File: src/rtl/timer_counter.sv
// -----------------------------------------------------------------------------
// timer_counter
//
// Memory-mapped 32-bit countdown timer with interrupt request. Two instances
// sit behind the system bridge (Timer0 at 0x7F00, Timer1 at 0x7F10); the
// bridge has already qualified WE for this instance, so only Addr[3:2] is
// decoded here.
//
// Register map (Addr[3:2]):
//   0 CTRL   : [0] Enable, [2:1] Mode, [3] IM (interrupt mask), [31:4] read 0
//   1 PRESET : 32-bit reload value, read/write
//   2 COUNT  : current count, read-only
//   3 -      : reads 0, writes ignored
//
// Modes: 1 = auto-reload with a one-cycle IRQ pulse per period;
//        0/2/3 = one-shot, Enable self-clears and the IRQ holds until a
//        CTRL or PRESET write.
//
// Optional build macro TIMER_PRESCALER_EN: COUNT decrements once every
// PRESCALE cycles in CNT instead of every cycle.
//
// Ports:
//   clk       system clock, rising edge
//   reset_n   asynchronous active-low reset
//   Addr      device address (only [3:2] decoded)
//   WE        write enable for this instance
//   Din       write data
//   Dout      read data, combinational from Addr[3:2]
//   IRQ       registered interrupt request (IM & irq_flag)
//   dbg_state FSM state for observation (0 IDLE, 1 LOAD, 2 CNT, 3 INT)
//
// Bus handshake: there is no valid/ready pair; a write is a single-cycle
// transfer accepted on every rising edge where WE=1, and a read is a pure
// combinational decode of Addr with zero latency and no side effects.
// -----------------------------------------------------------------------------
module timer_counter #(
  parameter int PRESCALE = 4
) (
  input  logic        clk,
  input  logic        reset_n,
  input  logic [31:0] Addr,
  input  logic        WE,
  input  logic [31:0] Din,
  output logic [31:0] Dout,
  output logic        IRQ,
  output logic [1:0]  dbg_state
);

  typedef enum logic [1:0] {
    ST_IDLE = 2'd0,
    ST_LOAD = 2'd1,
    ST_CNT  = 2'd2,
    ST_INT  = 2'd3
  } state_t;

  localparam logic [1:0] REG_CTRL   = 2'd0;
  localparam logic [1:0] REG_PRESET = 2'd1;
  localparam logic [1:0] REG_COUNT  = 2'd2;
  localparam logic [1:0] MODE_AUTO  = 2'd1;

  state_t      state;
  logic [3:0]  ctrl;
  logic [31:0] preset;
  logic [31:0] count;
  logic        irq_flag;
  logic        tick;

  logic        addr_unused;
  assign addr_unused = ^{Addr[31:4], Addr[1:0]};

  assign dbg_state = state;

`ifdef TIMER_PRESCALER_EN
  localparam int PW = (PRESCALE > 1) ? $clog2(PRESCALE) : 1;

  logic [PW-1:0] pre_cnt;

  // The decrement/expiry check fires on the last cycle of each prescale window.
  assign tick = (pre_cnt == PW'(PRESCALE - 1));

  // Runs only while actively counting; any other state restarts the window
  // so every LOAD begins a full PRESCALE-cycle window.
  always_ff @(posedge clk or negedge reset_n) begin
    if (!reset_n) begin
      pre_cnt <= '0;
    end else if (state == ST_CNT && ctrl[0]) begin
      pre_cnt <= tick ? '0 : pre_cnt + PW'(1);
    end else begin
      pre_cnt <= '0;
    end
  end
`else
  logic cfg_unused;
  assign cfg_unused = (PRESCALE < 1);
  assign tick = 1'b1;
`endif

  // FSM, registers and IRQ in one block. The bus write is placed after the
  // FSM so that, for the same edge, a CTRL/PRESET write overrides both the
  // Enable clear and the irq_flag set performed by INT.
  always_ff @(posedge clk or negedge reset_n) begin
    if (!reset_n) begin
      state    <= ST_IDLE;
      ctrl     <= '0;
      preset   <= '0;
      count    <= '0;
      irq_flag <= 1'b0;
      IRQ      <= 1'b0;
    end else begin
      case (state)
        ST_IDLE: begin
          if (ctrl[0]) state <= ST_LOAD;
        end
        ST_LOAD: begin
          count <= preset;
          state <= ST_CNT;
        end
        ST_CNT: begin
          if (!ctrl[0]) begin
            state <= ST_IDLE;
          end else if (tick) begin
            // Expire at 1 (or at 0 for PRESET=0) so COUNT never wraps.
            if (count > 32'd1) begin
              count <= count - 32'd1;
            end else begin
              count <= '0;
              state <= ST_INT;
            end
          end
        end
        ST_INT: begin
          irq_flag <= 1'b1;
          state    <= ST_IDLE;
          if (ctrl[2:1] != MODE_AUTO) ctrl[0] <= 1'b0;
        end
        default: state <= ST_IDLE;
      endcase

      // Auto-reload mode: the flag lives for exactly one cycle after INT.
      if (ctrl[2:1] == MODE_AUTO && irq_flag && state != ST_INT) irq_flag <= 1'b0;

      if (WE) begin
        case (Addr[3:2])
          REG_CTRL: begin
            ctrl     <= Din[3:0];
            irq_flag <= 1'b0;
          end
          REG_PRESET: begin
            preset   <= Din;
            irq_flag <= 1'b0;
          end
          default: ;
        endcase
      end

      IRQ <= ctrl[3] & irq_flag;
    end
  end

  always_comb begin
    Dout = '0;
    case (Addr[3:2])
      REG_CTRL:   Dout = {28'd0, ctrl};
      REG_PRESET: Dout = preset;
      REG_COUNT:  Dout = count;
      default:    Dout = '0;
    endcase
  end

endmodule

File: config.mk
export PLATFORM = sky130hd
export DESIGN_NAME = timer_counter
export DESIGN_NICKNAME = d
export VERILOG_FILES = /design/src/rtl/timer_counter.sv
export SDC_FILE = /design/constraint.sdc
export NUM_CORES = 1
export LEC_CHECK = 0
export BUFFER_PORTS_ARGS = -buffer_cell sky130_fd_sc_hd__buf_2
export CAP_MARGIN = 25
export CELL_PAD_IN_SITES_DETAIL_PLACEMENT = 0
export CELL_PAD_IN_SITES_GLOBAL_PLACEMENT = 1
export CORE_MARGIN = 3
export CORE_UTILIZATION = 37
export CTS_CLUSTER_SIZE = 14
export DETAILED_ROUTE_END_ITERATION = 8
export PLACE_DENSITY_LB_ADDON = 0.1
export REMOVE_ABC_BUFFERS = 1
export SLEW_MARGIN = 25
export SYNTH_ARGS = -nofsm -noshare
export SYNTH_HDL_FRONTEND = slang
export SYNTH_SLANG_ARGS = --single-unit
export TNS_END_PERCENT = 50
File: constraint.sdc
create_clock -name clk -period 2.06 [get_ports clk]
set_clock_uncertainty 0.05 [all_clocks]
set_input_delay 0.412 -clock clk [delete_from_list [all_inputs] [get_ports clk]]
set_output_delay 0.412 -clock clk [all_outputs]
set_load 0.05 [all_outputs]
==> flow_summary.json, run 1 <==
{
  "outcome": "finished, violations left",
  "violations": "negative hold slack",
  "fin_util": 0.5266,
  "grt_pass1_vias": 4045,
  "wl_met2_um": 6565,
  "design_area_um2": 5583,
  "fin_nets": 627,
  "io_pins": 102,
  "power_density_nw_per_um2": 1352,
  "synth_flop_cell": "dfrtp_1",
  "cts_inserted_buffers": 9,
  "drt_iter0_drc": 169,
  "cts.sinks": 72,
  "synth-seq-area-share": 0.4360,
  "layout.area.seq_um2": 1803,
  "ctsHtreeMaxLevel": 3,
  "finalSetupViolCount": 0,
  "clk_latency_ns": 0.36,
  "top_layer": "met4",
  "worstSetupEndpointType": "flop",
  "firstDrtPassIters": 4,
  "maxSlewViolCount": 0,
  "start_util": 0.3898,
  "antenna_left": 0,
  "cts_tree": "built",
  "p_total_w": 0.007550,
  "drc": 0,
  "hold_viol": 1,
  "grt_overflow": 0,
  "mostFrequentLayoutCells": "79 x buf_4, 71 x dfrtp_1, 70 x buf_2",
  "grt_pass1_wl_um": 21500,
  "dieArea_um2": 12470,
  "crit_path_start_kind": "flop",
  "dr_wl_met3_um": 516,
  "hold_class": "primary input to asynchronous set/reset pin",
  "fp.dieW_um": 111.7,
  "vias": 3983,
  "leakage_nw": 2.580,
  "wl_um": 13070,
  "cts-root-buf": "clkbuf_8",
  "gp_congestion": 0.8738,
  "synth.ff_latch_count": 72,
  "reg2reg_depth": 8,
  "diodes": 0,
  "clk_pin_slew_ns": 0.07,
  "synthCells": 420,
  "met1_length_um": 5827,
  "yosysUniqueCellTypes": 55,
  "required_ns": 2.25,
  "final_common_cell": "buf_4",
  "dpl_cell_area_um2": 5229,
  "worstPathMaxFanout": 5,
  "path_class": "flop to flop",
  "cp.arrival_ns": 2.20,
  "setup_total_negative_slack_ns": 0,
  "rows": 37,
  "fmax_ghz": 0.4983,
  "tightestPinTransition_ns": 0.4356,
  "io_buffers": 71,
  "coreArea_um2": 10600,
  "maxCapViolations": 0,
  "clk_path_buf_depth": 2,
  "n_fill_cell": 1016,
  "layout-drive-gt1-share": 0.4270,
  "area_growth_pct": 35.09,
  "synthArstFlopShare": 1.000,
  "slew-limit-headroom": 0.7096,
  "r2r_slack_ns": 0.05,
  "grt_usage": 0.2149,
  "chipHeight_um": 111.7,
  "routedWlPerCell_um": 18.72,
  "synth.cell_area_um2": 4133,
  "synth_enable_flop_cells": 0,
  "hold_buffers": 0,
  "period_share": 0.9743,
  "postSynthAreaPerCell_um2": 9.840,
  "hold_slack_ns": -0.0001323,
  "antenna_found_initial": 0,
  "yosys_warnings": 0,
  "viasPerCell": 5.706,
  "grt_max_degree": 73,
  "dp_hpwl_um": 9499,
  "multi_input_area_um2": 2325,
  "rsz0062_at_grt": "true",
  "fin_crit_ns": 2.007,
  "ir_drop_mv": 0.5444
}
## metrics by stage
step                setup slack (ns)  instances
CTS                         -0.02437        693
finish                       0.05302        698
detailed placement         -0.002179        678
global placement            0.009894        678
global route                -0.02051        698
floorplan                     -1.961        389
## cell families after synthesis
| group | Yosys count | synth area share |
|---|---|---|
| flops | 72 | 0.4360 |
| mux | 42 | 0.1123 |
| simple gates | 158 | 0.2146 |
| buf+inv | 40 | 0.03754 |
| fa+ha+maj | 2 | 0.006054 |
| compound gates | 106 | 0.1935 |
## report_power, final
part	total [W]	internal (W)	leakage (nW)	switching [W]
logic	0.00421	0.00181	1.62	0.00239
registers	0.00233	0.00189	0.872	0.000444
clock network	0.00101	0.000500	0.0838	0.000512
total	0.00755	0.00420	2.58	0.00335
## critical path, cell delays in order, from the launching register on
cell	delay [ns]
dfrtp_1	0.42
inv_2	0.12
ha_4	0.17
nor2_4	0.04
nor4_4	0.23
buf_4	0.18
nand4b_4	0.16
and4b_1	0.21
a311o_1	0.31
## final timing paths
kind                                           start                endpoint
worst max-delay path            count[1]$_DFFE_PN0P_   count[26]$_DFFE_PN0P_
worst min-delay path                         reset_n  preset[29]$_DFFE_PN0P_
worst max register to register  count[1]$_DFFE_PN0P_   count[26]$_DFFE_PN0P_
worst min register to register    irq_flag$_DFF_PN0_           IRQ$_DFF_PN0_
max in group asynchronous                    reset_n    count[0]$_DFFE_PN0P_
min in group clk                             Din[22]  preset[22]$_DFFE_PN0P_
## final cells by class
class	count	share of cell area
repair buffers	158	0.1943
well taps	136	0.03048
flip-flops and latches	72	0.3229
clock buffers	15	0.02981
inverters	9	0.006051
multi-input cells	308	0.4164
## metal layers
metal	track usage	vias up
li1	-	1882
met1	0.2864	1993
met2	0.3601	97
met3	0.03207	11
met4	0.06813	0
met5	0	-
## Yosys cell counts (all sizes together) (2+ instances only)
cell type   n  area, um^2
clkbuf     21       78.83
a21oi      18       90.09
o31ai       2       15.01
and2        4       25.02
a22oi       3       22.52
nand4b      3       41.29
a22o       29       254.0
mux2       35       394.1
nand4       9       56.30
nand3      27       135.1
o311ai      4       35.03
mux2i       7       70.07
o221ai      3       26.28
o21ai      10       50.05
o41ai       2       17.52
ha          2       25.02
nand2b      3       18.77
o211a       2       20.02
dfrtp      72        1802
nor2b       7       43.79
nand3b      2       15.01
nand2      39       146.4
nor2       21       95.09
inv         8       30.03
nor4       11       96.34
o311a       2       20.02
o211ai     11       82.58
a32oi       6       52.55
or3         2       12.51
buf        10       42.54
a31oi       4       25.02
and3       14       87.58
nor3       11       65.06
## repair_timing
action | in CTS | in global routing
gates resized for setup | 2 | 33
endpoints found under the setup margin | 3 | 29
pin swaps | 0 | 3
hold endpoints to repair | 0 | 0
setup buffers | 0 | 5
## state kept, by name (all words and copies together) (netlist names)
signal	flops
ctrl	4
IRQ	1
irq_flag	1
count	32
dbg_state	2
preset	32
Note: power is estimated with default switching activity, not from simulation.
==> run 2, diff against run 1 <==
Settings changed: CORE_UTILIZATION 37 to 30, GPL_TIMING_DRIVEN from default to 0.
==> run 2 against run 1 <==
Effect of this change:
- the run now ends clean
- sequential power up 15%
- routed wire length up 1.0%
- cell area up 0.54%
- critical path type unchanged
- register-to-register slack worse by 0.02 ns
- global-route usage down 3.5 points
- clock power up 44%
- setup slack worse by 0.021 ns
- via count down 5.2%
- maximum frequency down 1.1%
==> flow_summary.json, run 2 (synthesis gave the netlist of run 1 again) <==
{
  "n_fill_cell": 1378,
  "tightestPinTransition_ns": 0.4897,
  "fp.dieW_um": 123.4,
  "power_density_nw_per_um2": 1390,
  "ctsHtreeMaxLevel": 3,
  "grt_pass1_wl_um": 21090,
  "rows": 42,
  "layout-drive-gt1-share": 0.4077,
  "cp_slowest_cell": "or4_4",
  "gp_congestion": 0.8338,
  "rsz0062_at_grt": "true",
  "maxCapViolations": 0,
  "cts_inserted_buffers": 9,
  "fin_ws_ns": 0.03163,
  "mostFrequentLayoutCells": "70 x buf_2, 59 x dfrtp_1, 38 x nand2_1",
  "grt_max_degree": 44,
  "final_common_cell": "buf_2",
  "antenna_found_initial": 0,
  "start_util": 0.3096,
  "fin_nets": 584,
  "io_pins": 102,
  "switching_share": 0.4444,
  "pre_cts_slack_ns": -0.6804,
  "path_class": "flop to flop",
  "dieArea_um2": 15220,
  "drt_iter0_drc": 221,
  "cts-root-buf": "clkbuf_16",
  "viasPerCell": 5.422,
  "hold_slack_ns": 0.2431,
  "multi_input_area_um2": 2412,
  "maxSlewViolCount": 0,
  "cts.sinks": 72,
  "cts_tree": "built",
  "switching_power_w": 0.003467,
  "reg_top3": "count (32), preset (32), ctrl (4)",
  "grt_pass1_vias": 3833,
  "critPathMaxStageDelay_ns": 0.59,
  "slew-limit-headroom": 0.6705,
  "outcome": "finished, final reports clean",
  "finalSetupViolCount": 0,
  "vias": 3774,
  "clk_latency_ns": 0.35,
  "layout.area.seq_um2": 1818,
  "clk_pin_slew_ns": 0.06,
  "grt_overflow": 0,
  "wl_um": 13200,
  "cp.arrival_ns": 2.18,
  "chipHeight_um": 123.4,
  "p_comb_frac": 0.471,
  "grt_usage": 0.1798,
  "fmax_ghz": 0.4930,
  "required_ns": 2.22,
  "clk_path_buf_depth": 2,
  "p_clk_frac": 0.186,
  "antenna_left": 0,
  "cp_cell_sequence": "or4_4 > nor2_8 > nand4b_4 > buf_4 > a31oi_1 > o221ai_1",
  "coreArea_um2": 13350,
  "diodes": 0,
  "leakage_nw": 2.452,
  "crit_path_start_kind": "flop",
  "hold_class": "primary input to flop",
  "firstDrtPassIters": 4,
  "worstSetupEndpointType": "flop",
  "internal_power_w": 0.004335,
  "worstHoldPathCells": 2,
  "fin_crit_ns": 2.028,
  "ir_drop_mv": 0.4664,
  "hold_viol": 0,
  "drc": 0,
  "dp_hpwl_um": 8897,
  "fin_util": 0.4205,
  "period_share": 0.9846,
  "worstPathMaxFanout": 6,
  "reg2reg_depth": 6,
  "io_buffers": 71,
  "area_growth_pct": 35.82,
  "pwr-share-seq": 0.343,
  "routedWlPerCell_um": 18.97
}
## run 2: cell count changes in the layout (fill, tap and decap cells not counted), moves of 3 or more
cell       delta
nor2b_4       +4
nor2b_2       -4
buf_4        -46
dfrtp_2      +12
clkbuf_16     +9
nand3_1       -3
dfrtp_1      -12
buf_16        +6
clkbuf_8     -10
nor3_4        +3
## run 2: path summary, 6_finish.rpt
kind | startpoint | endpoint | slack [ns]
worst max-delay path | count[16]$_DFFE_PN0P_ | count[9]$_DFFE_PN0P_ | 0.03
worst min-delay path | Din[22] | preset[22]$_DFFE_PN0P_ | 0.24
worst max register to register | count[16]$_DFFE_PN0P_ | count[9]$_DFFE_PN0P_ | 0.03
worst min register to register | irq_flag$_DFF_PN0_ | IRQ$_DFF_PN0_ | 0.45
max in group asynchronous | reset_n | count[7]$_DFFE_PN0P_ | 0.88
min in group asynchronous | reset_n | preset[30]$_DFFE_PN0P_ | 0.50
## run 2: stage by stage
| step | std cells | setup TNS (ns) | instance area [um^2] | total power [W] |
|---|---|---|---|---|
| after floorplan | 389 | -99.70 | 4011 | 0.004510 |
| after global placement | 636 | -264.33 | 4587 | 0.005494 |
| after detailed placement | 643 | -20.76 | 4816 | 0.005629 |
| after CTS | 685 | 0 | 5419 | 0.007555 |
| after global routing | 696 | -0.1332 | 5613 | 0.008322 |
| final | 696 | 0 | 5613 | 0.007802 |
## run 2: timing repair
action                                 in CTS  in global routing
endpoints found under the hold margin      29                  0
pin swaps                                   8                 14
cloned                                      0                  0
buffers inserted                           25                 11
setup endpoints to repair                  54                 31
resized for setup                          28                 26
hold buffers                                1                  0
## run 2: power groups by stage
| stage | logic, W | clock network (W) | registers, W |
|---|---|---|---|
| after floorplan | 0.00207 | 0 | 0.00244 |
| after global placement | 0.00291 | 0 | 0.00258 |
| after detailed placement | 0.00302 | 0 | 0.00261 |
| after CTS | 0.00343 | 0.00148 | 0.00264 |
| after global routing | 0.00399 | 0.00156 | 0.00276 |
| final | 0.00367 | 0.00145 | 0.00267 |
## run 2: critical path: cells and delay by family (launching register included)
family / cells / cell delay, ns
AND/OR/NAND/NOR: 3 / 0.91
AO/OA/AOI/OAI: 2 / 0.28
flip-flops: 1 / 0.43
buffers and inverters: 1 / 0.20
## run 2: area by class of cell
cell class | instances | area share
multi-input combinational | 308 | 0.4298
sequential | 72 | 0.3239
timing repair buffer | 115 | 0.1531
clock buffer | 16 | 0.04659
tap | 176 | 0.03923
inverter | 9 | 0.007356
## run 2: routing by layer
metal	part of all wire	vias up	GRT usage
met1	0.47	1883	0.2428
met4	0.017	0	0.06782
met5	0	-	0
met3	0.036	17	0.02836
met2	0.48	75	0.2898
li1	-	1799	-
==> run 3, diff against run 2 <==
Settings changed: CELL_PAD_IN_SITES_DETAIL_PLACEMENT 0 to default, CELL_PAD_IN_SITES_GLOBAL_PLACEMENT 1 to default.
==> run 3 against run 2 <==
Effect of this change:
- via count is 0.37% lower
- highest routed layer unchanged
- global-route usage is 0.12 points lower
- maximum frequency is 0.91% lower
- cell area is 0.98% higher
- final cell count is 0.14% lower
- hold slack worse by 0.0014 ns
- power is 2.3% higher
- die area stayed put
- combinational power hardly changed
- sequential power hardly changed
- critical path depth is 1 lower
==> flow_summary.json, run 3 (synthesis gave the netlist of run 1 again) <==
{
  "period_share": 0.9937,
  "wl_um": 12850,
  "dieArea_um2": 15220,
  "worstPathMaxFanout": 6,
  "finalSetupViolCount": 0,
  "setup_total_negative_slack_ns": 0,
  "firstDrtPassIters": 4,
  "hold_viol": 0,
  "coreArea_um2": 13350,
  "cp_cell_sequence": "or4_4 > nor2_8 > nand4b_4 > and4b_1 > a311o_1",
  "maxSlewViolCount": 0,
  "leakage_nw": 2.476,
  "gp_congestion": 0.8732,
  "viasPerCell": 5.410,
  "switching_share": 0.4305,
  "dp_cells": 643,
  "hold_class": "primary input to flop",
  "design_area_um2": 5668,
  "clk_latency_ns": 0.35,
  "cp.depth": 5,
  "grt_overflow": 0,
  "grt_usage": 0.1786,
  "critPathCapture": "count[26]$_DFFE_PN0P_",
  "drc": 0,
  "fin_nets": 583,
  "worstSetupEndpointType": "flop",
  "fp.dieW_um": 123.4,
  "cp.arrival_ns": 2.22,
  "power_density_nw_per_um2": 1408,
  "slew-limit-headroom": 0.5831,
  "clk_path_buf_depth": 2,
  "drt_iter0_drc": 237,
  "rows": 42,
  "dp_hpwl_um": 8749,
  "reg2reg_from": "count[16]$_DFFE_PN0P_",
  "antenna_found_initial": 0,
  "fin_cells": 695,
  "start_util": 0.3096,
  "chipHeight_um": 123.4,
  "antenna_left": 0,
  "grt_pass1_wl_um": 20740,
  "cts-root-buf": "clkbuf_16",
  "path_class": "flop to flop",
  "fmax_ghz": 0.4885,
  "grt_pass1_vias": 3812,
  "vias": 3760,
  "crit_family": "simple AND/OR/NAND/NOR gates",
  "reg_top3": "count (32), preset (32), ctrl (4)",
  "r2r_end": "count[26]$_DFFE_PN0P_",
  "p_clk_frac": 0.210,
  "maxCapViolations": 0,
  "startpoint": "count[16]$_DFFE_PN0P_",
  "cts.sinks": 72,
  "path_buf_inv": 0,
  "final_common_cell": "buf_2",
  "diodes": 0,
  "clk_pin_slew_ns": 0.06,
  "cp_slowest_cell": "or4_4",
  "fin_crit_ns": 2.047,
  "pwr-share-seq": 0.332,
  "required_ns": 2.23,
  "internal_power_w": 0.004544,
  "layout-drive-gt1-share": 0.4143,
  "area_growth_pct": 37.15,
  "dpl_cell_area_um2": 4816,
  "switching_power_w": 0.003435,
  "io_pins": 102,
  "p_comb_frac": 0.458,
  "grt_max_degree": 44,
  "cts_inserted_buffers": 9,
  "cts_tree": "built",
  "rsz0062_at_grt": "true",
  "critPathMaxStageDelay_ns": 0.59,
  "ir_drop_mv": 0.5028,
  "outcome": "finished, final reports clean",
  "io_buffers": 71,
  "routedWlPerCell_um": 18.49,
  "mostFrequentLayoutCells": "70 x buf_2, 61 x dfrtp_1, 38 x nand2_1",
  "ctsHtreeMaxLevel": 3,
  "hold_slack_ns": 0.2416,
  "crit_path_start_kind": "flop",
  "r2r_slack_ns": 0.01,
  "tightestPinTransition_ns": 0.6254,
  "reg2reg_depth": 5
}
run 3: cell count changes in the layout (fill, tap and decap cells not counted), moves of 3 or more:
cell and change:
buf_4 -4, buf_6 +4, clkbuf_1 -5, clkbuf_8 +3
run 3: tightest hold or removal path, cell delays in order:
cell and delay [ns]:
buf_2 0.09, nand2_1 0.04, o21ai_0 0.06
run 3: worst min-delay path by stage:
stage | start | end | slack [ns] | depth (start not counted)
after detailed placement | reset_n | preset[29]$_DFFE_PN0P_ | 0.34 | 1
after CTS | Din[6] | preset[6]$_DFFE_PN0P_ | 0.23 | 2
after global placement | irq_flag$_DFF_PN0_ | IRQ$_DFF_PN0_ | 0.43 | 1
after floorplan | reset_n | IRQ$_DFF_PN0_ | 0.07 | 0
final | Din[0] | ctrl[0]$_DFF_PN0_ | 0.24 | 3
after global routing | Din[8] | preset[8]$_DFFE_PN0P_ | 0.24 | 2
run 3: power by group through the flow:
| stage | Sequential (W) | Clock [W] | Combinational (W) |
|---|---|---|---|
| after CTS | 0.00262 | 0.00172 | 0.00344 |
| after detailed placement | 0.00258 | 0 | 0.00303 |
| final | 0.00264 | 0.00168 | 0.00365 |
| after floorplan | 0.00244 | 0 | 0.00207 |
| after global routing | 0.00273 | 0.00179 | 0.00400 |
| after global placement | 0.00257 | 0 | 0.00294 |
run 3: what timing repair did:
action | in CTS | in global routing
hold buffers | 1 | 0
endpoints found under the hold margin | 29 | 0
pin swaps | 10 | 24
setup buffers | 23 | 12
setup endpoints to repair | 65 | 30
resized for setup | 31 | 25
run 3: through the flow:
step / utilization / power [W] / worst slack (ns)
final: 0.4246 / 0.007978 / 0.01293
after global routing: 0.4246 / 0.008528 / -0.06375
after CTS: 0.4103 / 0.007783 / -0.002635
after detailed placement: 0.3608 / 0.005611 / -0.6836
after global placement: 0.3436 / 0.005508 / -3.835
after floorplan: - / 0.004510 / -1.961
run 3: cell type report:
cell class	count	area, um^2
Multi-Input combinational cell	308	2422
Clock buffer	14	284.0
Tap cell	176	220.2
Fill cell	1351	7680
Inverter	9	36.28
Clock inverter	2	35.03
Sequential cell	72	1815
Timing Repair Buffer	114	854.6
run 3: layer usage:
metal / wire length (um) / GRT usage
met1: 5799 / 0.2282
met2: 6214 / 0.2970
met4: 226 / 0.04844
met3: 610 / 0.04941
met5: 0 / 0
